--- config.mk ---
export PLATFORM = sky130hd
export DESIGN_NAME = waveform_generator_flat
export DESIGN_NICKNAME = d
export VERILOG_FILES = /design/src/rtl/waveform_generator_if.sv /design/src/rtl/waveform_generator.sv /design/src/flat_wrapper.sv
export SDC_FILE = /design/constraint.sdc
export NUM_CORES = 1
export LEC_CHECK = 0
export CORE_AREA = 4 4 68 70
export DETAILED_ROUTE_END_ITERATION = 10
export DIE_AREA = 0 0 72 74
export DONT_BUFFER_PORTS = 1
export RECOVER_POWER = 25
export SYNTH_ARGS = -nofsm -noshare
export SYNTH_HDL_FRONTEND = slang
export SYNTH_SLANG_ARGS = --single-unit
--- constraint.sdc ---
create_clock -name clk_i -period 6 [get_ports clk_i]
set_input_delay 1.2 -clock clk_i [delete_from_list [all_inputs] [get_ports clk_i]]
set_output_delay 1.2 -clock clk_i [all_outputs]
set_load 0.005 [all_outputs]
--- src/rtl/waveform_generator_if.sv ---
// Sample-request / sample-output bundle between the strobe source, the waveform
// generator and the downstream datapath. offset_i exists only with WAVEGEN_OFFSET_EN.
interface waveform_generator_if #(
    parameter int N_FRAC = 7
);
    localparam int W = N_FRAC + 1;

    logic signed [W-1:0] phase_i;
    logic signed [W-1:0] threshold_i;
    logic        [1:0]   mode_i;
    logic                sync_i;
    logic                next_data_strobe_i;
`ifdef WAVEGEN_OFFSET_EN
    logic signed [W-1:0] offset_i;
`endif
    logic signed [W-1:0] data_o;
    logic                data_out_valid_strobe_o;

    modport master (
`ifdef WAVEGEN_OFFSET_EN
        output offset_i,
`endif
        output phase_i,
        output threshold_i,
        output mode_i,
        output sync_i,
        output next_data_strobe_i,
        input  data_o,
        input  data_out_valid_strobe_o
    );

    modport slave (
`ifdef WAVEGEN_OFFSET_EN
        input  offset_i,
`endif
        input  phase_i,
        input  threshold_i,
        input  mode_i,
        input  sync_i,
        input  next_data_strobe_i,
        output data_o,
        output data_out_valid_strobe_o
    );
endinterface

--- src/rtl/waveform_generator.sv ---
// Multi-mode waveform source (square/sawtooth/triangle/zero) off a wrapping phase accumulator; WAVEGEN_OFFSET_EN adds a saturating DC offset.
// Latency: valid pulse 2 cycles after the strobe is sampled; one sample per strobe, strobe every cycle allowed.
// Backpressure: none; the consumer must accept every valid pulse, data_o holds between pulses.
module waveform_generator #(
    parameter int N_FRAC = 7
) (
    input  logic                 clk_i,
    input  logic                 rst_i,
    waveform_generator_if.slave  bus
);
    localparam int W = N_FRAC + 1;

    localparam logic signed [W-1:0] ONE     = {1'b0, {N_FRAC{1'b1}}};
    localparam logic signed [W-1:0] NEG_ONE = {1'b1, {(N_FRAC-1){1'b0}}, 1'b1};
    localparam logic signed [W-1:0] MIN_VAL = {1'b1, {N_FRAC{1'b0}}};

    localparam logic signed [W+1:0] ONE_X2     = {3'b000, {N_FRAC{1'b1}}};
    localparam logic signed [W+1:0] NEG_ONE_X2 = -ONE_X2;
    localparam logic signed [W+1:0] HALF_X2    = {3'b001, {N_FRAC{1'b0}}};

    localparam logic [1:0] MODE_SQUARE = 2'b00;
    localparam logic [1:0] MODE_SAW    = 2'b01;
    localparam logic [1:0] MODE_TRI    = 2'b10;

    // stage 1: accumulator and per-sample controls
    logic signed [W-1:0] acc;
    logic signed [W-1:0] thr_q;
    logic        [1:0]   mode_q;
    logic                v1;
`ifdef WAVEGEN_OFFSET_EN
    logic signed [W-1:0] off_q;
`endif

    always_ff @(posedge clk_i or negedge rst_i) begin
        if (!rst_i) begin
            acc    <= '0;
            thr_q  <= '0;
            mode_q <= '0;
            v1     <= 1'b0;
`ifdef WAVEGEN_OFFSET_EN
            off_q  <= '0;
`endif
        end else begin
            v1 <= bus.next_data_strobe_i;
            if (bus.next_data_strobe_i) begin
                // sync with a strobe restarts from zero and then takes one step
                acc    <= (bus.sync_i ? '0 : acc) + bus.phase_i;
                thr_q  <= bus.threshold_i;
                mode_q <= bus.mode_i;
`ifdef WAVEGEN_OFFSET_EN
                off_q  <= bus.offset_i;
`endif
            end else if (bus.sync_i) begin
                acc <= '0;
            end
        end
    end

    // waveform mapping from the stage-1 accumulator
    logic signed [W+1:0] acc_x2;
    logic signed [W+1:0] abs_x2;
    logic signed [W+1:0] tri_x2;
    logic signed [W-1:0] tri_sat;
    logic signed [W-1:0] wave;

    always_comb begin
        acc_x2 = {{2{acc[W-1]}}, acc};
        abs_x2 = acc[W-1] ? -acc_x2 : acc_x2;
        tri_x2 = {abs_x2[W:0], 1'b0} - HALF_X2;
        if (tri_x2 > ONE_X2) begin
            tri_sat = ONE;
        end else if (tri_x2 < NEG_ONE_X2) begin
            tri_sat = NEG_ONE;
        end else begin
            tri_sat = tri_x2[W-1:0];
        end

        case (mode_q)
            MODE_SQUARE: wave = (acc >= thr_q) ? ONE : NEG_ONE;
            MODE_SAW:    wave = (acc == MIN_VAL) ? NEG_ONE : acc;
            MODE_TRI:    wave = tri_sat;
            default:     wave = '0;
        endcase
    end

    logic signed [W-1:0] sample;

`ifdef WAVEGEN_OFFSET_EN
    logic signed [W:0] sum;
    localparam logic signed [W:0] ONE_X1     = {2'b00, {N_FRAC{1'b1}}};
    localparam logic signed [W:0] NEG_ONE_X1 = -ONE_X1;

    always_comb begin
        sum = {wave[W-1], wave} + {off_q[W-1], off_q};
        if (sum > ONE_X1) begin
            sample = ONE;
        end else if (sum < NEG_ONE_X1) begin
            sample = NEG_ONE;
        end else begin
            sample = sum[W-1:0];
        end
    end
`else
    assign sample = wave;
`endif

    // stage 2: registered output, updated only for a real sample
    always_ff @(posedge clk_i or negedge rst_i) begin
        if (!rst_i) begin
            bus.data_o                  <= '0;
            bus.data_out_valid_strobe_o <= 1'b0;
        end else begin
            bus.data_out_valid_strobe_o <= v1;
            if (v1) begin
                bus.data_o <= sample;
            end
        end
    end
endmodule

--- src/flat_wrapper.sv ---
// flat-port wrapper written by rule: the top's interface ports become plain ports
module waveform_generator_flat 
#(
    parameter int N_FRAC = 7
)
  (clk_i, rst_i, bus_phase_i, bus_threshold_i, bus_mode_i, bus_sync_i, bus_next_data_strobe_i, bus_data_o, bus_data_out_valid_strobe_o);
  waveform_generator_if #(.N_FRAC(N_FRAC)) bus_i ();
  input  logic clk_i;
  input  logic rst_i;
  input wire logic [$bits(bus_i.phase_i)-1:0] bus_phase_i;
  input wire logic [$bits(bus_i.threshold_i)-1:0] bus_threshold_i;
  input wire logic [$bits(bus_i.mode_i)-1:0] bus_mode_i;
  input wire logic [$bits(bus_i.sync_i)-1:0] bus_sync_i;
  input wire logic [$bits(bus_i.next_data_strobe_i)-1:0] bus_next_data_strobe_i;
  output wire logic [$bits(bus_i.data_o)-1:0] bus_data_o;
  output wire logic [$bits(bus_i.data_out_valid_strobe_o)-1:0] bus_data_out_valid_strobe_o;
  assign bus_i.phase_i = bus_phase_i;
  assign bus_i.threshold_i = bus_threshold_i;
  assign bus_i.mode_i = bus_mode_i;
  assign bus_i.sync_i = bus_sync_i;
  assign bus_i.next_data_strobe_i = bus_next_data_strobe_i;
  assign bus_data_o = bus_i.data_o;
  assign bus_data_out_valid_strobe_o = bus_i.data_out_valid_strobe_o;
  waveform_generator #(.N_FRAC(N_FRAC)) u_core (.clk_i(clk_i), .rst_i(rst_i), .bus(bus_i));
endmodule
== Yosys cells after proc, flatten, opt, wreduce, memory -nomap -nowiden ==
Index checks and enable logic that the tools add are counted.

* Bits in registers: 28
* Bits of input ports: 22
* Output and inout port bits: 9
* Logic and storage cells: 24

* $add $sub $neg: 3
* Order comparisons: 3
* Equal/unequal tests: 3
* Mux-type cells: 8
* Reduce and logical (&&, ||, !) cells: 1

{| class="wikitable"
|+ Operator list
! operator !! number
|-
| 8-bit two-way mux || 6
|-
| 8-bit case mux with 3 select lines || 1
|-
| 10-bit by 8-bit > comparator with 1-bit output, second input constant || 1
|-
| 10-bit by 8-bit < comparator with 1-bit output, second input constant || 1
|-
| 10-bit by 8-bit subtractor with 10-bit output, second input constant || 1
|-
| 9-bit two-way mux || 1
|-
| 8-bit negation with 9-bit output || 1
|-
| 8-bit adder || 1
|-
| 8-bit equality test, second input constant || 1
|-
| 8-bit >= comparator || 1
|-
| 2-bit by 1-bit equality test with 1-bit output, second input constant || 1
|-
| 2-bit equality test, second input constant || 1
|-
| 2-bit logical NOT || 1
|}

== Longest topological paths before layout ==
* Depth after elaboration: 7
* Gate-level depth with buffers: 11
* Depth with buffers taken out: 11

== Worst setup path after synthesis ==
Ideal clock, no wire load.

* Path kind: input -> register
* Start point: input bus_sync_i
* End point: register u_core.acc[7]
* Library setup time: 123 ps
* Arrival time: 2730 ps
* Required time: 5877 ps
* Path slack: 3147 ps
* Stages on the path: 9
* Buffers on the path: 0
* Cells stage by stage: nand2b_1 inv_1 ha_1 a211oi_2 o21ai_1 a2111o_1 nand3_1 nand3_1 xnor2_1

* Word-level cells in the longest chain between the ends: 3

{| class="wikitable"
|+ Ends and longest elaborated chain
! element !! RTL line !! text
|-
| start: declaration || flat_wrapper.sv:13 || <nowiki>input wire logic [$bits(bus_i.sync_i)-1:0] bus_sync_i;</nowiki>
|-
| 8-bit two-way mux * || -- ||
|-
| 8-bit adder || waveform_generator.sv:47 || <nowiki>acc <= (bus.sync_i ? '0 : acc) + bus.phase_i;</nowiki>
|-
| 8-bit two-way mux * || waveform_generator.sv:45 || <nowiki>if (bus.next_data_strobe_i) begin</nowiki>
|-
| end signal: assignment || waveform_generator.sv:47 ||
|-
| end: declaration || waveform_generator.sv:26 || <nowiki>logic signed [W-1:0] acc;</nowiki>
|}

Mark *: on every way between the ends. The rest lies on a longest branch, timed or not.
A chain may end at the register's enable or synchronous reset.

== Worst setup path after layout ==
Same ends and word-level chain as after synthesis.

==> impl_metrics.csv <==
group,metric,value,unit
outcome,outcome,"finished clean",
synthesis,post_syn_instances,216,
sta,clock_skew,0.00115,ns
clock_tree,htree_num_levels,1,
finish,drive_above_1_share,0.0664,
floorplanning,core,3970,um2
routing,first_iter_violations,49,
worst_setup_path,worstReg2RegEnd,"u_core.acc[6]$_DFF_PN0_",
routing,route.detailed.vias_per_inst,5.71,
worst_setup_path,worstRegToRegCells,11,
clock_tree,clock-sinks,28,
sta,fin_crit_period,2.76,ns
synthesis,synth_top_cells_by_area,"sky130_fd_sc_hd__dfrtp_1 36%, sky130_fd_sc_hd__ha_1 10%, sky130_fd_sc_hd__o21ai_0 5.7%",
clock_tree,ctsRootBufferMaster,"sky130_fd_sc_hd__clkbuf_8",
sta,final_setup_vio_count,0,
place,dp_cells,258,
hold_path,min_path_type,"reg2reg",
synthesis,syn_area,1940,um2
sta,grt_setup_unrepaired,"false",
flow_run,maxcap_violations,0,
sta,slew_violations,0,
sta,worst_tran_pin_value,0.520,ns
finish,syn_to_final_growth,3.35,%
synthesis,number_of_enable_flip_flop_cells_after_synthesis,0,
global_routing,number_of_antenna_violations_at_the_first_check_in_global_routing,0,
sta,post_route_fraction_of_the_period_consumed_by_the_critical_path,0.460,
synthesis,synth.lib_cells_used.distinct,48,
global_routing,grt_pass1_vias,1508,
clock_tree,worstSkewPairLatency,0.26,ns
sta,final.setup.tns,0,ns
worst_setup_path,rrSetupSlack,3.54,ns
clock_tree,postCtsResizedCells,0,
place,post-dp-hpwl,3030,um
synthesis,yosysMostFrequentCell,"sky130_fd_sc_hd__dfrtp_1",
power_and_ir_drop,peakVddDrop,0.152,mV
hold_path,timing.hold.worst.start,"u_core.bus.data_o[7]$_DFFE_PN0P_",
routing,routedWlPerCell,15.2,um
synthesis,yosys_warnings,0,
routing,antenna_violating_nets_post_route,0,
clock_tree,cts_buffer_depth,2,
clock_tree,cts_buffers,3,
clock_tree,post_cts_hold_buffer_count,0,
floorplanning,io_pins,31,
global_routing,grt_usage,0.162,
worst_setup_path,critical_path.startpoint_type,"primary input",
global_routing,gr-total-overflow,0,
worst_setup_path,crit_path_start,"bus_sync_i",
floorplanning,chipWidth,72,um
routing,total_via_count_in_the_routed_design,1490,
synthesis,postSynthAreaPerCell,8.98,um2
synthesis,yosys_most_used_dff,"sky130_fd_sc_hd__dfrtp_1",
finish,count_of_placed_standard_cells_in_the_final_layout_fillers_left_out,261,
global_routing,grt_pass1_wl,6960,um
synthesis,yosysTopAreaCell,"sky130_fd_sc_hd__dfrtp_1",
worst_setup_path,timing.critical_path.required,6.19,ns
synthesis,synth.top_cells.by_count,"28 x sky130_fd_sc_hd__dfrtp_1, 22 x sky130_fd_sc_hd__o21ai_0, 17 x sky130_fd_sc_hd__inv_1, 17 x sky130_fd_sc_hd__nand2_1, 16 x sky130_fd_sc_hd__ha_1",
synthesis,synth_fp_nets,255,
synthesis,ffs_latches_synth,28,
worst_setup_path,worst_ep_arrival,2.95,ns
hold_path,holdPathStages,1,
sta,finalHoldViolCount,0,
sta,clock.fmax,363,MHz
global_routing,grt_start_max_net_pins,29,
worst_setup_path,rr_startpoint,"u_core.acc[0]$_DFF_PN0_",
routing,routed_wl,3970,um
finish,final_nets,252,
synthesis,async_flop_share,1.00,
routing,first_pass_iters,4,
clock_tree,clkSlewWorstSetupHoldPaths,0.09,ns
floorplanning,die_h,74,um
worst_setup_path,path_class,"in2reg",
place,place.gp.congestion,0.942,
sta,relSlewSlack,0.653,
synthesis,share_of_synthesized_area_occupied_by_flip_flops_and_latches,0.361,
synthesis,yosysTopAreaCellShare,0.361,
worst_setup_path,critical_path_peak_fanout,9,
finish,insertedDiodeCount,0,
clock_tree,post-cts-setup-buffer-count,0,
power_and_ir_drop,pwr_density_cell,277,nW/um2
worst_setup_path,worst_setup_path_end_kind,"flip-flop",
routing,drc,0,
power_and_ir_drop,leakagePower,0.886,nW
floorplanning,initial_core_util,0.488,
hold_path,min_delay_worst_endpoint,"u_core.bus.data_o[7]$_DFFE_PN0P_",
floorplanning,row_count,23,
floorplanning,design.die.area,5330,um2
clock_tree,tritoncts,"done",
place,buffer_ports.inserted,0,
[placed cells by master, fill, tap and decap left out, drive strengths merged, types with 2 or more instances in the layout]
master  synthesis  final
a31oi           7      7
a21oi           8      8
nor2           14     14
xor2            2      2
inv            17     17
nor2b          11     11
nand2          17     17
mux2i           2      2
o311ai          2      2
and2            4      4
mux2            5      5
nor3            5      5
nand2b          3      3
xnor2           4      4
nor4            2      2
o21a            3      3
a21boi          3      3
or3             2      2
o22ai           2      2
a211oi          5      5
nand3           3      3
ha             16     16
dfrtp          28     28
a21o            2      2
o211ai          2      2
clkbuf          6      3
o21ai          25     25
[power breakdown]
part	switching, W	internal [W]
logic	0.0000930	0.0000941
clock network	0.0000526	0.0000449
registers	0.0000520	0.000219
[worst max-delay path, cell delays in order]
cell and delay (ns):
sky130_fd_sc_hd__nand2b_1 0.16, sky130_fd_sc_hd__inv_1 0.07, sky130_fd_sc_hd__ha_1 0.31, sky130_fd_sc_hd__a211oi_2 0.25
sky130_fd_sc_hd__o21ai_1 0.13, sky130_fd_sc_hd__a2111o_1 0.44, sky130_fd_sc_hd__a21o_1 0.16, sky130_fd_sc_hd__nand3_1 0.09
sky130_fd_sc_hd__xnor2_1 0.12
[through the flow]
stage | worst slack (ns) | hold slack (ns) | cell area (um2) | util | total power [W]
2_1_floorplan | 3.15 | 0.463 | 1940 | - | 0.000422
3_3_place_gp | 3.06 | 0.496 | 1960 | 0.494 | 0.000452
3_5_place_dp | 2.99 | 0.526 | 1960 | 0.494 | 0.000461
4_1_cts | 3.25 | 0.547 | 2000 | 0.505 | 0.000560
5_1_grt | 3.09 | 0.553 | 2000 | 0.505 | 0.000601
6_report | 3.24 | 0.534 | 2000 | 0.505 | 0.000555
[sequential cells by signal, summed over array words and instances (netlist names)]
name,cells
u_core.acc,8
u_core.bus.data_o,8
u_core.bus.data_out_valid_strobe_o,1
u_core.mode_q,2
u_core.thr_q,8
u_core.v1,1
[cell families after synthesis]
logic type / after synthesis / synth area share
muxes: 7 / 0.0394
AOI/OAI and AO/OA: 67 / 0.221
DFF: 28 / 0.361
xor gates and xnor gates: 6 / 0.0271
buffers and inverters: 26 / 0.0548
and+or+nand+nor: 65 / 0.183
adders and majority gates: 17 / 0.114
[layout make-up]
| cell class | instances | area [um2] |
|---|---|---|
| Clock buffer | 3 | 41.3 |
| Fill cell | 384 | 1970 |
| Inverter | 18 | 67.6 |
| Multi-Input combinational cell | 162 | 1130 |
| Sequential cell | 28 | 701 |
| Tap cell | 50 | 62.6 |
[how the worst max path moves through the flow]
stage | endpoint | slack (ns)
floorplan | u_core.acc[7]$_DFF_PN0_ | 3.15
global route | u_core.acc[6]$_DFF_PN0_ | 3.09
global placement | u_core.acc[6]$_DFF_PN0_ | 3.06
finish | u_core.acc[7]$_DFF_PN0_ | 3.24
CTS | u_core.acc[7]$_DFF_PN0_ | 3.25
detailed placement | u_core.acc[6]$_DFF_PN0_ | 2.99
[metal layers]
| layer | up-vias | part of all wire | GRT usage |
|---|---|---|---|
| met5 | - | 0 | 0 |
| met4 | 0 | 0.0058 | 0.0501 |
| met3 | 2 | 0.050 | 0.0351 |
| met2 | 33 | 0.48 | 0.282 |
| met1 | 695 | 0.46 | 0.202 |
| li1 | 760 | - | - |
Power figures use the tool's default switching activity.
